<file path="config.mk">
export PLATFORM = sky130hd
export DESIGN_NAME = param_fifo_flat
export DESIGN_NICKNAME = d
export VERILOG_FILES = /design/src/rtl/param_fifo_if.sv /design/src/rtl/param_fifo.sv /design/src/flat_wrapper.sv
export SDC_FILE = /design/constraint.sdc
export NUM_CORES = 1
export LEC_CHECK = 0
export CORE_MARGIN = 2
export CORE_UTILIZATION = 40
export DETAILED_ROUTE_END_ITERATION = 16
export PLACE_DENSITY = 0.62
export SYNTH_ARGS = -nofsm -noshare
export SYNTH_HDL_FRONTEND = slang
export SYNTH_SLANG_ARGS = --single-unit
</file>
<file path="constraint.sdc">
create_clock -name clk -period 2.3 [get_ports clk]
set_input_delay 0.345 -clock clk [delete_from_list [all_inputs] [get_ports clk]]
set_output_delay 0.345 -clock clk [all_outputs]
set_load 0.005 [all_outputs]
</file>
<file path="src/rtl/param_fifo_if.sv">
// Handshake and status bundle for param_fifo: write/read requests, read data
// and occupancy/error flags.
interface param_fifo_if #(
  parameter int WIDTH = 8,
  parameter int DEPTH = 8
);
  logic                   clear;
  logic                   we;
  logic [WIDTH-1:0]       data;
  logic                   rd;
  logic [WIDTH-1:0]       dataout;
  logic                   dataout_valid;
  logic                   full;
  logic                   empty;
  logic                   almost_full;
  logic                   almost_empty;
  logic [$clog2(DEPTH):0] count;
  logic                   overflow;
  logic                   underflow;

  modport master (
    output clear, we, data, rd,
    input  dataout, dataout_valid, full, empty, almost_full, almost_empty,
           count, overflow, underflow
  );

  modport slave (
    input  clear, we, data, rd,
    output dataout, dataout_valid, full, empty, almost_full, almost_empty,
           count, overflow, underflow
  );
endinterface

</file>
<file path="src/rtl/param_fifo.sv">
// Single-clock synchronous FIFO with registered read data, occupancy count,
// almost-full/empty thresholds and sticky overflow/underflow flags.
module param_fifo #(
  parameter int WIDTH    = 8,
  parameter int DEPTH    = 8,
  parameter int AF_LEVEL = DEPTH - 2,
  parameter int AE_LEVEL = 2
) (
  input logic           clk,
  input logic           reset,
  param_fifo_if.slave   bus
);
  localparam int AW = $clog2(DEPTH);
  localparam int CW = AW + 1;

  logic [WIDTH-1:0] mem [DEPTH];
  logic [AW-1:0]    wr_ptr;
  logic [AW-1:0]    rd_ptr;
  logic [CW-1:0]    count_q;
  logic [WIDTH-1:0] dout_p1;
  logic             vld_p1;
  logic             ovf_q;
  logic             udf_q;
  logic             rd_acc;
  logic             wr_acc;

  // Flags decode only registered occupancy, never the live requests.
  assign bus.full         = (count_q == CW'(DEPTH));
  assign bus.empty        = (count_q == '0);
  assign bus.almost_full  = (count_q >= CW'(AF_LEVEL));
  assign bus.almost_empty = (count_q <= CW'(AE_LEVEL));
  assign bus.count        = count_q;
  assign bus.dataout      = dout_p1;
  assign bus.dataout_valid = vld_p1;
  assign bus.overflow     = ovf_q;
  assign bus.underflow    = udf_q;

  // A write at full is still taken when a read frees a slot the same cycle.
  always_comb begin
    rd_acc = bus.rd & ~bus.empty;
    wr_acc = bus.we & (~bus.full | rd_acc);
  end

  always_ff @(posedge clk) begin
    if (reset && !bus.clear && wr_acc) mem[wr_ptr] <= bus.data;
  end

  // Read stage: one register between accepted rd and dataout/dataout_valid.
  always_ff @(posedge clk or negedge reset) begin
    if (!reset) begin
      wr_ptr  <= '0;
      rd_ptr  <= '0;
      count_q <= '0;
      dout_p1 <= '0;
      vld_p1  <= 1'b0;
      ovf_q   <= 1'b0;
      udf_q   <= 1'b0;
    end else if (bus.clear) begin
      wr_ptr  <= '0;
      rd_ptr  <= '0;
      count_q <= '0;
      vld_p1  <= 1'b0;
      ovf_q   <= 1'b0;
      udf_q   <= 1'b0;
    end else begin
      vld_p1 <= rd_acc;
      if (rd_acc) begin
        dout_p1 <= mem[rd_ptr];
        rd_ptr  <= rd_ptr + 1'b1;
      end
      if (wr_acc) wr_ptr <= wr_ptr + 1'b1;
      if (wr_acc && !rd_acc)      count_q <= count_q + 1'b1;
      else if (rd_acc && !wr_acc) count_q <= count_q - 1'b1;
      if (bus.we && !wr_acc) ovf_q <= 1'b1;
      if (bus.rd && !rd_acc) udf_q <= 1'b1;
    end
  end
endmodule

</file>
<file path="src/flat_wrapper.sv">
// flat-port wrapper written by rule: the top's interface ports become plain ports
module param_fifo_flat 
#(
  parameter int WIDTH    = 8,
  parameter int DEPTH    = 8,
  parameter int AF_LEVEL = DEPTH - 2,
  parameter int AE_LEVEL = 2
)
  (clk, reset, bus_clear, bus_we, bus_data, bus_rd, bus_dataout, bus_dataout_valid, bus_full, bus_empty, bus_almost_full, bus_almost_empty, bus_count, bus_overflow, bus_underflow);
  param_fifo_if #(.WIDTH(WIDTH), .DEPTH(DEPTH)) bus_i ();
  input logic clk;
  input logic reset;
  input wire logic [$bits(bus_i.clear)-1:0] bus_clear;
  input wire logic [$bits(bus_i.we)-1:0] bus_we;
  input wire logic [$bits(bus_i.data)-1:0] bus_data;
  input wire logic [$bits(bus_i.rd)-1:0] bus_rd;
  output wire logic [$bits(bus_i.dataout)-1:0] bus_dataout;
  output wire logic [$bits(bus_i.dataout_valid)-1:0] bus_dataout_valid;
  output wire logic [$bits(bus_i.full)-1:0] bus_full;
  output wire logic [$bits(bus_i.empty)-1:0] bus_empty;
  output wire logic [$bits(bus_i.almost_full)-1:0] bus_almost_full;
  output wire logic [$bits(bus_i.almost_empty)-1:0] bus_almost_empty;
  output wire logic [$bits(bus_i.count)-1:0] bus_count;
  output wire logic [$bits(bus_i.overflow)-1:0] bus_overflow;
  output wire logic [$bits(bus_i.underflow)-1:0] bus_underflow;
  assign bus_i.clear = bus_clear;
  assign bus_i.we = bus_we;
  assign bus_i.data = bus_data;
  assign bus_i.rd = bus_rd;
  assign bus_dataout = bus_i.dataout;
  assign bus_dataout_valid = bus_i.dataout_valid;
  assign bus_full = bus_i.full;
  assign bus_empty = bus_i.empty;
  assign bus_almost_full = bus_i.almost_full;
  assign bus_almost_empty = bus_i.almost_empty;
  assign bus_count = bus_i.count;
  assign bus_overflow = bus_i.overflow;
  assign bus_underflow = bus_i.underflow;
  param_fifo #(.WIDTH(WIDTH), .DEPTH(DEPTH), .AF_LEVEL(AF_LEVEL), .AE_LEVEL(AE_LEVEL)) u_core (.clk(clk), .reset(reset), .bus(bus_i));
endmodule
</file>
After elaboration in Yosys (flattened, before gate mapping)
Memory sizes are Yosys's and may differ from the RTL's. A register that Yosys moved wholly into a read port is not among the register bits.
Index checks and enable logic that the tools add are counted.
W data, S select, Z words.
{"block": "totals", "rom_bits": 0, "latchBits": 0, "output_inout_bits": 19, "ramBits": 64, "input_bits": 13, "regBits": 13, "wordCells": 51, "memories": 1}
{"name": "u_core.mem", "depth": 8, "word_bits": 8, "rd": 1, "rd_ports_with_merged_regs": 1, "write_ports": 1, "line": "param_fifo.sv:16", "source": "logic [WIDTH-1:0] mem [DEPTH];"}
{"block": "classes", "n_bitwise": 6, "n_addsub": 4, "mux": 14, "shifts": 0, "mul": 0, "div": 0, "reduce_logical": 17, "magnitude_cmp": 2, "n_eq_ne": 1}
{"operator": "$mux W3", "count": 4}
{"operator": "$mux W4", "count": 3}
{"operator": "$reduce_bool A2 Y1", "count": 4}
{"operator": "$mux W1", "count": 7}
{"operator": "$add A3 B1 Y3 const B", "count": 2}
{"operator": "$logic_and A1 B1 Y1", "count": 6}
{"operator": "$add A4 B1 Y4 const B", "count": 1}
{"operator": "$eq A4 B4 Y1 const B", "count": 1}
{"operator": "$ge A4 B3 Y1 const B", "count": 1}
{"operator": "$le A4 B2 Y1 const B", "count": 1}
{"operator": "$logic_not A1 Y1", "count": 4}
{"operator": "$logic_not A4 Y1", "count": 1}
{"operator": "$sub A4 B1 Y4 const B", "count": 1}
{"operator": "$not A1 Y1", "count": 3}
{"operator": "$reduce_bool A3 Y1", "count": 1}
{"operator": "$and A1 B1 Y1", "count": 2}
{"operator": "$reduce_and A2 Y1", "count": 1}
{"operator": "$or A1 B1 Y1", "count": 1}

Logic depth before layout (Yosys ltp)
Gate-level depths: netlist of run 1.
{"block": "depth", "depth_word": 10, "ltp_mapped": 8, "ltp_nobuf": 7}

Worst setup path before layout of run 1
No wires, ideal clock.
{"block": "synth_path", "kind": "register to register", "from": "register u_core.count_q[3] (netlist: u_core.bus.count[3])", "to": "memory u_core.mem[2][0], enable pin", "t_required_ns": 1.917, "setup_slack_ns": -0.017, "path_stages_with_launch": 6, "arrival_ns": 1.933, "n_path_buf": 1, "setup_ns": 0.383, "period_less_slack_ns": 2.317, "path_cell_list": "dfrtp_1 > buf_6 > or4b_4 > o21ai_4 > or3_2 > nor3_1"}
{"block": "synth_via", "elab_chain_cells": 8, "word_cells_on_any_way": 10, "classes_between": "1 x eq/ne; 2 x mux; 5 x bitwise; 2 x reduce/logical"}
{"element": "start: declaration", "line": "param_fifo.sv:19", "source": "logic [CW-1:0] count_q;"}
{"element": "start signal: assignment", "line": "param_fifo.sv:72", "source": "if (wr_acc && !rd_acc) count_q <= count_q + 1'b1;"}
{"element": "start signal: assignment", "line": "param_fifo.sv:73", "source": "else if (rd_acc && !wr_acc) count_q <= count_q - 1'b1;"}
{"element": "$logic_not A4 Y1", "line": "param_fifo.sv:29", "source": "assign bus.empty = (count_q == '0);"}
{"element": "$not A1 Y1", "line": "param_fifo.sv:40", "source": "rd_acc = bus.rd & ~bus.empty;"}
{"element": "$and A1 B1 Y1", "line": "param_fifo.sv:40"}
{"element": "$or A1 B1 Y1 (*)", "line": "param_fifo.sv:41", "source": "wr_acc = bus.we & (~bus.full | rd_acc);"}
{"element": "$and A1 B1 Y1 (*)", "line": "param_fifo.sv:41"}
{"element": "$logic_and A1 B1 Y1 (*)", "line": "param_fifo.sv:45", "source": "if (reset && !bus.clear && wr_acc) mem[wr_ptr] <= bus.data;"}
{"element": "$mux W1 (*)", "line": "param_fifo.sv:45"}
{"element": "$mux W1 (not written as such) (*)", "line": "param_fifo.sv:45"}
{"element": "end: declaration", "line": "param_fifo.sv:16"}
Every way passes the cells marked *; elsewhere a longest branch is shown, timed or not.

Final worst setup path of run 1
{"block": "layout_path", "from": "register u_core.count_q[0] (netlist: u_core.bus.count[0])", "to": "output port bus_empty"}
{"block": "layout_via", "elab_chain_cells": 1}
{"element": "$logic_not A4 Y1", "line": "param_fifo.sv:29"}
{"element": "end: declaration", "line": "flat_wrapper.sv:20", "source": "output wire logic [$bits(bus_i.empty)-1:0] bus_empty;"}
Every way passes these cells.

==> impl_results.md, run 1 <==
- Outcome: completed
- Final Skew: 0.0111 ns
- Min Tclk post-route: about 2.2 ns
- CTS buffer count: 9
- DRC viols: 0
- Via/cell ratio: 5.16
- Longest Clk Path Bufs: 2
- Core area: ~8700 sq um
- CTS Root Cell: clkbuf_8
- Syn Std Cell Area: roughly 3600 sq um
- Remaining Overflow, GRT: 0
- Cell Pwr Density: 994 nW/um^2
- P_sw: 0.00130 W
- Fin crit share: 0.944
- Initial antenna violation count: 0
- Seq/Total Area, Yosys: 0.684
- Max_cap viols: 0
- WP data arrival: 1.83 ns
- Total track usage: 0.150
- Worst VDD drop: 0.466 mV
- Final Max Slew Viols: 0
- Slowest stage delay, CP: 0.55 ns
- Worst path required time: 1.96 ns
- Sw frac: 0.296
- Vias in the first global route: 1984
- R2R Path Start: u_core.bus.count[2]$_DFFE_PN0P_
- Clock share of power: 0.229
- Syn Nets: 231
- Most frequent cells after synthesis: edfxtp_1, nor2_1, dfrtp_1
- Die ar.: 9720 sq um
- Hold Path Class: input port to async pin
- Internal: around 0.0031 W
- PnR Total Power: 0.00437 W
- Place WS: -0.0304 ns
- N_diodes: 0
- Buffers on Ports: 31
- Crit-path slowest cell: clkdlybuf4s50_1
- Area contributors post-synth: edfxtp_1, dfrtp_1, mux4_2, mux2i_1, nor2_1
- Overall routed net length: just under 7000 um
- HPWL after DPL: 4540 um
- Post-synthesis register bit count: 85
- Placer congestion estimate: 0.777
- Sequential Power Share: 0.432
- Layout cell share with drive strength beyond 1: 0.277
- Fin. Hold Viols: 0
- Via count: between 1500 and 2000
- RSZ-0062 raised after global routing: yes
- Initial core utilization: 0.412
- Setup_tns: 0 ns
- Pre-Repair DR Iteration Count: 4
- Worst-skew pair later-pin latency: 0.36 ns
- Comb pwr share: 0.339
- Setup CP Type: flop to primary output
- I/O pin cnt: 32
- Rel. slew slack: 0.604
- Area Overhead vs Synth: 23.0%
- Worst-margin pin slew: approximately 0.6 ns
- Die height: ~99 um
- Critical path startpoint: u_core.bus.count[0]$_DFFE_PN0P_
- Fill count: 777
- Critical path, cell by cell: buf_4 -> nor4_2 -> clkdlybuf4s50_1
- Yosys cell types: 38
- Hold-fix buffers, CTS: 0
- Cell with the most instances after synthesis: edfxtp_1
- Setup crit end kind: primary output
- Synth top area share: 0.537
- Largest net degree at the start of global routing: 25
- Max Clock Freq: 461 MHz
- Synthesized area per cell: 16.8 sq um
- Top FF cell, synth: edfxtp_1
- Clock slew at reported path FFs: around 0.1 ns
- Crit-path max FO: 7
- Number of flops mapped to enable cells by yosys: 64
- WL per Instance: 17.5 um
- Mapped Cells: roughly 210
- ANT nets after route: 0
- Worst r2r path cells: 7
- H-tree levels: 3
- Nets: 291
- Critical path launch point type: flop
- Die extent in x: 98.6 um
- Post-synthesis async set-or-reset flop share: 0.247
- First DRT Iteration DRCs: 112
- CTS tree: built
- Leakage: 1.57 nW
- Largest area contributor in the netlist: edfxtp_1
- Hold WS: 0.450 ns
- Row count: 34
- Setup ws final: about 0.13 ns
- First-pass GRT wire length: 10700 um
- Yosys warns: 0
- Setup violators final: 0
- Clk sinks: 85
==> state kept, by name (all words and copies together), names as in the netlist <==
signal,flops
u_core.wr_ptr,3
u_core.bus.overflow,1
u_core.bus.count,4
u_core.bus.dataout_valid,1
u_core.rd_ptr,3
u_core.bus.dataout,8
u_core.bus.underflow,1
u_core.mem,64
==> area by class of cell <==
type,count,area [sq um],share of cell area
clock inverter,6,51.3,0.0117
tap,108,135,0.0307
multi-input combinational,110,1050,0.239
inverter,5,18.8,0.00426
timing repair buffer,62,558,0.127
clock buffer,10,138,0.0313
sequential,85,2450,0.556
==> path summary, 6_finish.rpt <==
check	slack, ns	end
max in group asynchronous	1.59	u_core.bus.count[1]$_DFFE_PN0P_
hold / removal	0.45	u_core.bus.underflow$_DFFE_PN0P_
hold reg to reg	0.52	u_core.bus.underflow$_DFFE_PN0P_
min in group clk	0.52	u_core.bus.underflow$_DFFE_PN0P_
setup / recovery	0.13	bus_empty
setup reg to reg	0.13	u_core.bus.count[3]$_DFFE_PN0P_
==> repair_timing <==
action | 4_1_cts | 5_1_grt
setup endpoints to repair | 2 | 2
pin swaps | 1 | 0
cloned | 0 | 0
hold endpoints to repair | 0 | 0
setup buffers | 3 | 0
resized for setup | 3 | 2
==> power by group through the flow <==
stage          sequential [W]  clock [W]  combinational, W
3_5_place_dp          0.00193          0           0.00145
3_3_place_gp          0.00193          0           0.00143
6_report              0.00189    0.00100           0.00148
2_1_floorplan         0.00190          0          0.000923
4_1_cts               0.00189    0.00103           0.00149
5_1_grt               0.00191    0.00109           0.00165
==> per-stage QoR <==
stage,area (sq um),std cells,utilization
detailed placement,4180,367,0.481
floorplan,3590,213,-
global placement,4180,367,0.481
global route,4400,386,0.507
finish,4400,386,0.507
CTS,4390,386,0.506
==> routing by layer <==
layer,up-vias,wire length (um),GRT usage,share of wire
li1,932,-,-,-
met1,1011,3050,0.205,0.45
met2,41,3320,0.238,0.49
met3,8,308,0.0440,0.046
met4,0,73,0.0453,0.011
met5,-,0,0,0
==> cells by family after synthesis <==
kind of cell    Yosys count  synth area share
flops                    85             0.684
simple gates             49            0.0682
mux                      27             0.131
compound gates           23            0.0542
buf+inv                  18            0.0280
xor+xnor                  6            0.0147
fa+ha+maj                 5            0.0196
==> worst max-delay path, delay by kind of cell, from the launching register on <==
| family | cells | cell delay (ns) |
|---|---|---|
| buffers and inverters | 2 | 0.74 |
| flip-flops | 1 | 0.42 |
| AND/OR/NAND/NOR | 1 | 0.31 |
==> cells in the final DEF (no fill, tap or decap), types with 2 or more instances in the layout <==
master | Yosys | final
or3b_2 | 2 | 2
xnor2_1 | 4 | 4
inv_6 | 0 | 2
inv_1 | 5 | 5
buf_4 | 3 | 29
nor2_1 | 28 | 28
clkbuf_8 | 0 | 10
clkdlybuf4s50_1 | 0 | 30
edfxtp_1 | 64 | 64
xor2_1 | 2 | 2
mux2i_1 | 11 | 11
ha_1 | 4 | 4
nand3_1 | 4 | 4
nand3b_1 | 3 | 3
dfrtp_1 | 21 | 20
mux4_2 | 16 | 16
nor3_2 | 0 | 2
a21oi_1 | 11 | 10
a211oi_1 | 2 | 2
nand2_1 | 2 | 2
No activity file was read; power rests on OpenSTA's default activity.
==> run 2: changes to the inputs <==
--- a/config.mk
+++ b/config.mk
@@ -5,10 +5,10 @@
 export SDC_FILE = /design/constraint.sdc
 export NUM_CORES = 1
 export LEC_CHECK = 0
-export CORE_MARGIN = 2
 export CORE_UTILIZATION = 40
 export DETAILED_ROUTE_END_ITERATION = 16
 export PLACE_DENSITY = 0.62
+export SETUP_SLACK_MARGIN = 0.1
 export SYNTH_ARGS = -nofsm -noshare
 export SYNTH_HDL_FRONTEND = slang
 export SYNTH_SLANG_ARGS = --single-unit
==> run 2 against run 1 <==
Clock-buffer cell count grew 1. First-iteration DRC count shrank 46%. Clock skew shrank 0.0032 ns. Sequential share of layout area shrank 0.65 points. Worst setup slack gained 0.069 ns. Die area shrank 4.0%. Largest power group unchanged. Combinational power grew 3%. Fmax grew 3.3%. Final cell count grew 1.6%. Via count grew 1.3%.
==> impl_results.md, run 2 (synthesized netlist as in run 1, its figures left out) <==
- WL per Instance: 17.3 um (was 17.5 um)
- Total track usage: 0.166 (was 0.150)
- Setup violators final: 0 (unchanged)
- HPWL after DPL: 4570 um (was 4540 um)
- CTS Root Cell: clkbuf_8 (unchanged)
- Leakage: 1.60 nW (was 1.57 nW)
- Cell Pwr Density: 983 nW/um^2 (was 994 nW/um^2)
- Setup CP Type: flop to flop (was flop to primary output)
- Via/cell ratio: 5.15 (was 5.16)
- I/O pin cnt: 32 (unchanged)
- Crit-path max FO: 5 (was 7)
- Min Tclk post-route: 2.10 ns (was 2.17 ns)
- Worst VDD drop: 0.433 mV (was 0.466 mV)
- Buffers on Ports: 31 (unchanged)
- Leading cell type in the layout, fill and taps excluded: edfxtp_1 (unchanged)
- FF-to-FF End: u_core.mem[6][1]$_DFFE_PP_ (was u_core.bus.count[3]$_DFFE_PN0P_)
- Clk sinks: 85 (unchanged)
- Die height: 96.6 um (was 98.6 um)
- Placed Area: 4200 sq um (was 4180 sq um)
- First-pass GRT wire length: 10700 um (about the same)
- DRC viols: 0 (unchanged)
- Core area: 8680 sq um (unchanged)
- Max reg flops: 64 (unchanged)
- Worst r2r path cells: 7 (unchanged)
- Nets: 297 (was 291)
- Worst path required time: 2.42 ns (was 1.96 ns)
- Post-Layout Inst Area: 4460 sq um (was 4400 sq um)
- WP data arrival: 2.22 ns (was 1.83 ns)
- RSZ-0062 raised after global routing: yes (unchanged)
- Hold WS: 0.478 ns (was 0.450 ns)
- Worst-margin pin slew: 0.595 ns (was 0.593 ns)
- Most frequent cells in the layout: edfxtp_1, buf_4, clkdlybuf4s50_1 (was edfxtp_1, clkdlybuf4s50_1, buf_4)
- Row count: 34 (unchanged)
- Layout cell share with drive strength beyond 1: 0.310 (was 0.277)
- Die extent in x: 96.6 um (was 98.6 um)
- Die ar.: 9330 sq um (was 9720 sq um)
- First DRT Iteration DRCs: 61 (was 112)
- Remaining Overflow, GRT: 0 (unchanged)
- Max Clock Freq: 476 MHz (was 461 MHz)
- Clock slew at reported path FFs: 0.09 ns (was 0.10 ns)
- R2R setup slack: 0.20 ns (was 0.13 ns)
- R2R Path Start: u_core.bus.count[0]$_DFFE_PN0P_ (was u_core.bus.count[2]$_DFFE_PN0P_)
- Worst-skew pair later-pin latency: 0.35 ns (was 0.36 ns)
- Hold-fix buffers, CTS: 0 (unchanged)
- Placer congestion estimate: 0.867 (was 0.777)
- Initial core utilization: 0.412 (unchanged)
- Via count: 2017 (was 1992)
- Fin crit share: 0.914 (was 0.944)
- Final Max Slew Viols: 0 (unchanged)
- Largest register by flop count: u_core.mem (unchanged)
- Setup crit end kind: flop (was primary output)
- Initial antenna violation count: 0 (unchanged)
- Hold Path Class: input port to async pin (unchanged)
- Critical path launch point type: flop (unchanged)
- Area Overhead vs Synth: 24.5% (was 23.0%)
- Pre-Repair DR Iteration Count: 4 (unchanged)
- Overall routed net length: 6790 um (was 6760 um)
- Rel. slew slack: 0.604 (about the same)
- CTS tree: built (unchanged)
- H-tree levels: 3 (unchanged)
- Register area: 2450 sq um (about the same)
- Multi-input gate area: 1070 sq um (was 1050 sq um)
- CTS buffer count: 9 (unchanged)
- Largest net degree at the start of global routing: 25 (unchanged)
- Max_cap viols: 0 (unchanged)
- Fin. Hold Viols: 0 (unchanged)
- ANT nets after route: 0 (unchanged)
- Fill count: 753 (was 777)
- Vias in the first global route: 1998 (was 1984)
- N_diodes: 0 (unchanged)
- Outcome: completed (unchanged)
- Longest Clk Path Bufs: 2 (unchanged)
- Final Skew: 0.00786 ns (was 0.0111 ns)
## run 2: through the flow
stage	instances	setup TNS [ns]	setup slack [ns]	power, W	utilization
floorplan	213	0	0.103	0.00284	-
global placement	372	0	0.0360	0.00336	0.484
detailed placement	372	-0.00498	-0.00498	0.00338	0.484
CTS	392	0	0.133	0.00442	0.511
global route	392	0	0.0800	0.00466	0.514
finish	392	0	0.198	0.00438	0.514
## run 2: worst max path at each step
stage	startpoint	end	slack [ns]	depth (start not counted)
finish	u_core.bus.count[0]$_DFFE_PN0P_	u_core.mem[6][1]$_DFFE_PP_	0.20	7
global route	u_core.bus.count[0]$_DFFE_PN0P_	u_core.bus.count[3]$_DFFE_PN0P_	0.08	8
CTS	u_core.bus.count[0]$_DFFE_PN0P_	bus_empty	0.13	3
detailed placement	bus_rd	u_core.bus.count[3]$_DFFE_PN0P_	-0.005	8
global placement	bus_rd	u_core.mem[6][1]$_DFFE_PP_	0.04	5
floorplan	u_core.bus.count[2]$_DFFE_PN0P_	u_core.bus.count[3]$_DFFE_PN0P_	0.10	8
## run 2: power breakdown
group,switching (W),internal [W]
Sequential,0.0000748,0.00179
Combinational,0.000675,0.000859
Clock,0.000526,0.000451
## run 2: final cells by class
cell class              count  area share
repair buffers             68       0.133
inverters                   5     0.00421
multi-input cells         110       0.241
well taps                 108      0.0303
flip-flops and latches     85       0.550
clock buffers              11      0.0340
clock inverters             5     0.00758
## run 2: critical path: stages, from the launching register on
cell     delay, ns
dfrtp_2       0.42
or4b_4        0.55
buf_6         0.14
buf_4         0.14
o21ai_4       0.16
or3_2         0.20
nor2_1        0.09
buf_4         0.17
## run 2: repair_timing
action                                  in CTS  in global routing
resized for setup                            6                  4
endpoints found under the setup margin       2                  2
buffers inserted                             4                  0
## run 2: layer usage
metal | vias up | wire (um) | global-route usage
met5 | - | 0 | 0
met4 | 0 | 80 | 0.0662
met2 | 44 | 3260 | 0.251
met1 | 1021 | 3160 | 0.227
met3 | 11 | 287 | 0.0446
li1 | 941 | - | -
==> run 3: changes to the inputs <==
--- a/config.mk
+++ b/config.mk
@@ -5,8 +5,10 @@
 export SDC_FILE = /design/constraint.sdc
 export NUM_CORES = 1
 export LEC_CHECK = 0
+export CORE_MARGIN = 1.5
 export CORE_UTILIZATION = 40
 export DETAILED_ROUTE_END_ITERATION = 16
+export HOLD_SLACK_MARGIN = 0.1
 export PLACE_DENSITY = 0.62
 export SETUP_SLACK_MARGIN = 0.1
 export SYNTH_ARGS = -nofsm -noshare
==> run 3 against run 2 <==
Fmax down 2.4%. Die area up 2.1%. Combinational power is 5% higher. Register-to-register slack worse by 0.05 ns. Design area up 0.39%. Clock power up 6%. Critical endpoint unchanged.
==> impl_results.md, run 3 (synthesized netlist as in run 1, its figures left out) <==
- HPWL after DPL: 4740 um (was 4570 um)
- First-pass GRT wire length: 11000 um (was 10700 um)
- Crit-path max FO: 5 (unchanged)
- Initial antenna violation count: 0 (unchanged)
- Rel. slew slack: 0.583 (was 0.604)
- Setup CP Type: flop to flop (unchanged)
- R2R setup slack: 0.15 ns (was 0.20 ns)
- Internal: 0.00323 W (was 0.00310 W)
- H-tree levels: 3 (unchanged)
- R2R Path Start: u_core.bus.count[1]$_DFFE_PN0P_ (was u_core.bus.count[0]$_DFFE_PN0P_)
- Core area: 8680 sq um (unchanged)
- Pre-Repair DR Iteration Count: 6 (was 4)
- Outcome: completed (unchanged)
- Final Skew: 0.00928 ns (was 0.00786 ns)
- WL per Instance: 18.1 um (was 17.3 um)
- I/O pin cnt: 32 (unchanged)
- Max reg flops: 64 (unchanged)
- Sw frac: 0.286 (was 0.291)
- Hold Path Class: input port to async pin (unchanged)
- Setup violators final: 0 (unchanged)
- Critical path startpoint: u_core.bus.count[1]$_DFFE_PN0P_ (was u_core.bus.count[0]$_DFFE_PN0P_)
- Register area: 2450 sq um (about the same)
- Row count: 34 (unchanged)
- Worst r2r path cells: 7 (unchanged)
- Initial core utilization: 0.412 (unchanged)
- Non-Filler Instances: 389 (was 392)
- Max_cap viols: 0 (unchanged)
- Worst VDD drop: 0.436 mV (was 0.433 mV)
- Max Clock Freq: 464 MHz (was 476 MHz)
- CTS tree: built (unchanged)
- Buffers on Ports: 31 (unchanged)
- Most frequent cells in the layout: edfxtp_1, buf_4, nor2_1, clkdlybuf4s50_1, dfrtp_1 (was edfxtp_1, buf_4, clkdlybuf4s50_1)
- Sequential Power Share: 0.415 (was 0.427)
- Post-Layout Inst Area: 4470 sq um (was 4460 sq um)
- DRC viols: 0 (unchanged)
- Overall routed net length: 7040 um (was 6790 um)
- Setup_tns: 0 ns (unchanged)
- Fill count: 736 (was 753)
- First DRT Iteration DRCs: 83 (was 61)
- Placed Area: 4200 sq um (about the same)
- Cell Pwr Density: 1010 nW/um^2 (was 983 nW/um^2)
- Die extent in x: 97.6 um (was 96.6 um)
- Clk sinks: 85 (unchanged)
- Clock slew at reported path FFs: 0.08 ns (was 0.09 ns)
- Vias in the first global route: 2068 (was 1998)
- Final Max Slew Viols: 0 (unchanged)
- Via count: 2026 (was 2017)
- Placer congestion estimate: 0.800 (was 0.867)
- Fin. Hold Viols: 0 (unchanged)
- Leakage: 1.60 nW (about the same)
- Nets: 294 (was 297)
- Leading cell type in the layout, fill and taps excluded: edfxtp_1 (unchanged)
- Place WS: -0.00781 ns (was -0.00498 ns)
- Critical path launch point type: flop (unchanged)
- P_sw: 0.00129 W (was 0.00128 W)
- WP data arrival: 2.22 ns (about the same)
- Total track usage: 0.158 (was 0.166)
- CTS Root Cell: clkbuf_8 (unchanged)
- Post-Place Cells: 370 (was 372)
- RSZ-0062 raised after global routing: yes (unchanged)
- Fin crit share: 0.937 (was 0.914)
- N_diodes: 0 (unchanged)
- Die ar.: 9520 sq um (was 9330 sq um)
- Longest Clk Path Bufs: 2 (unchanged)
- Remaining Overflow, GRT: 0 (unchanged)
- ANT nets after route: 0 (unchanged)
- Setup ws final: 0.146 ns (was 0.198 ns)
- Worst-margin pin slew: 0.626 ns (was 0.595 ns)
- Comb pwr share: 0.356 (was 0.350)
- Via/cell ratio: 5.21 (was 5.15)
- Area Overhead vs Synth: 25.0% (was 24.5%)
- Largest register by flop count: u_core.mem (unchanged)
- Setup crit end kind: flop (unchanged)
- Layout cell share with drive strength beyond 1: 0.292 (was 0.310)
- FF-to-FF End: u_core.mem[6][1]$_DFFE_PP_ (unchanged)
- Die height: 97.6 um (was 96.6 um)
- Largest net degree at the start of global routing: 19 (was 25)
- Worst path required time: 2.36 ns (was 2.42 ns)
- Clock share of power: 0.229 (was 0.223)
- CP Capture Point: u_core.mem[6][1]$_DFFE_PP_ (unchanged)
- Min Tclk post-route: 2.15 ns (was 2.10 ns)
- Multi-input gate area: 1100 sq um (was 1070 sq um)
- CTS buffer count: 9 (unchanged)
- Worst-skew pair later-pin latency: 0.35 ns (about the same)
[run 3: changes by cell type in the layout (fill, tap and decap cells not counted), moves of 2 or more]
cell and change:
clkinvlp_4 -2, clkbuf_1 +2, dfrtp_1 +2, dfrtp_2 -2, buf_4 -4
[run 3: how the worst min path moves through the flow]
stage | from | to | slack [ns] | cells after the start
after CTS | reset | u_core.bus.dataout[7]$_DFFE_PN0P_ | 0.36 | 2
after detailed placement | u_core.bus.underflow$_DFFE_PN0P_ | u_core.bus.underflow$_DFFE_PN0P_ | 0.50 | 2
after global routing | reset | u_core.bus.dataout[7]$_DFFE_PN0P_ | 0.36 | 2
after global placement | u_core.bus.underflow$_DFFE_PN0P_ | u_core.bus.underflow$_DFFE_PN0P_ | 0.48 | 2
after floorplan | reset | u_core.bus.count[0]$_DFFE_PN0P_ | 0.05 | 0
final | reset | u_core.bus.dataout[7]$_DFFE_PN0P_ | 0.37 | 2
[run 3: routing by layer]
metal	vias to the layer above	GRT usage	wire, um
li1	938	-	-
met1	1031	0.207	3240
met2	46	0.252	3440
met3	11	0.0338	243
met4	0	0.0725	118
met5	-	0	0
[run 3: area by class of cell]
class / instances / share of cell area
repair buffers: 65 / 0.130
flip-flops and latches: 85 / 0.547
clock buffers: 12 / 0.0324
well taps: 108 / 0.0302
inverters: 5 / 0.00419
clock inverters: 4 / 0.0109
multi-input cells: 110 / 0.245
[run 3: critical path, cell delays in order, from the launching register on]
cell and delay, ns:
dfrtp_1 0.46, or4b_4 0.18, buf_6 0.09, buf_4 0.12, o21ai_4 0.06, or3_2 0.49
nor2_1 0.24, buf_4 0.22
[run 3: power by group through the flow]
stage	clock network (W)	registers, W	logic [W]
2_1_floorplan	0	0.00190	0.000931
6_report	0.00104	0.00188	0.00161
3_3_place_gp	0	0.00192	0.00151
5_1_grt	0.00112	0.00189	0.00176
4_1_cts	0.00107	0.00187	0.00158
3_5_place_dp	0	0.00192	0.00153
[run 3: what timing repair did]
| action | in CTS | in global routing |
|---|---|---|
| pin swaps | 1 | 2 |
| hold endpoints to repair | 0 | 0 |
| endpoints found under the setup margin | 3 | 2 |
| setup buffers | 3 | 0 |
| hold buffers | 0 | 0 |
| gates resized for setup | 5 | 7 |
[run 3: metrics by stage]
| step | power, W | hold slack (ns) | util |
|---|---|---|---|
| finish | 0.00452 | 0.371 | 0.516 |
| global route | 0.00477 | 0.364 | 0.516 |
| CTS | 0.00452 | 0.358 | 0.510 |
| detailed placement | 0.00345 | 0.497 | 0.484 |
| global placement | 0.00342 | 0.485 | 0.484 |
| floorplan | 0.00284 | 0.0494 | - |
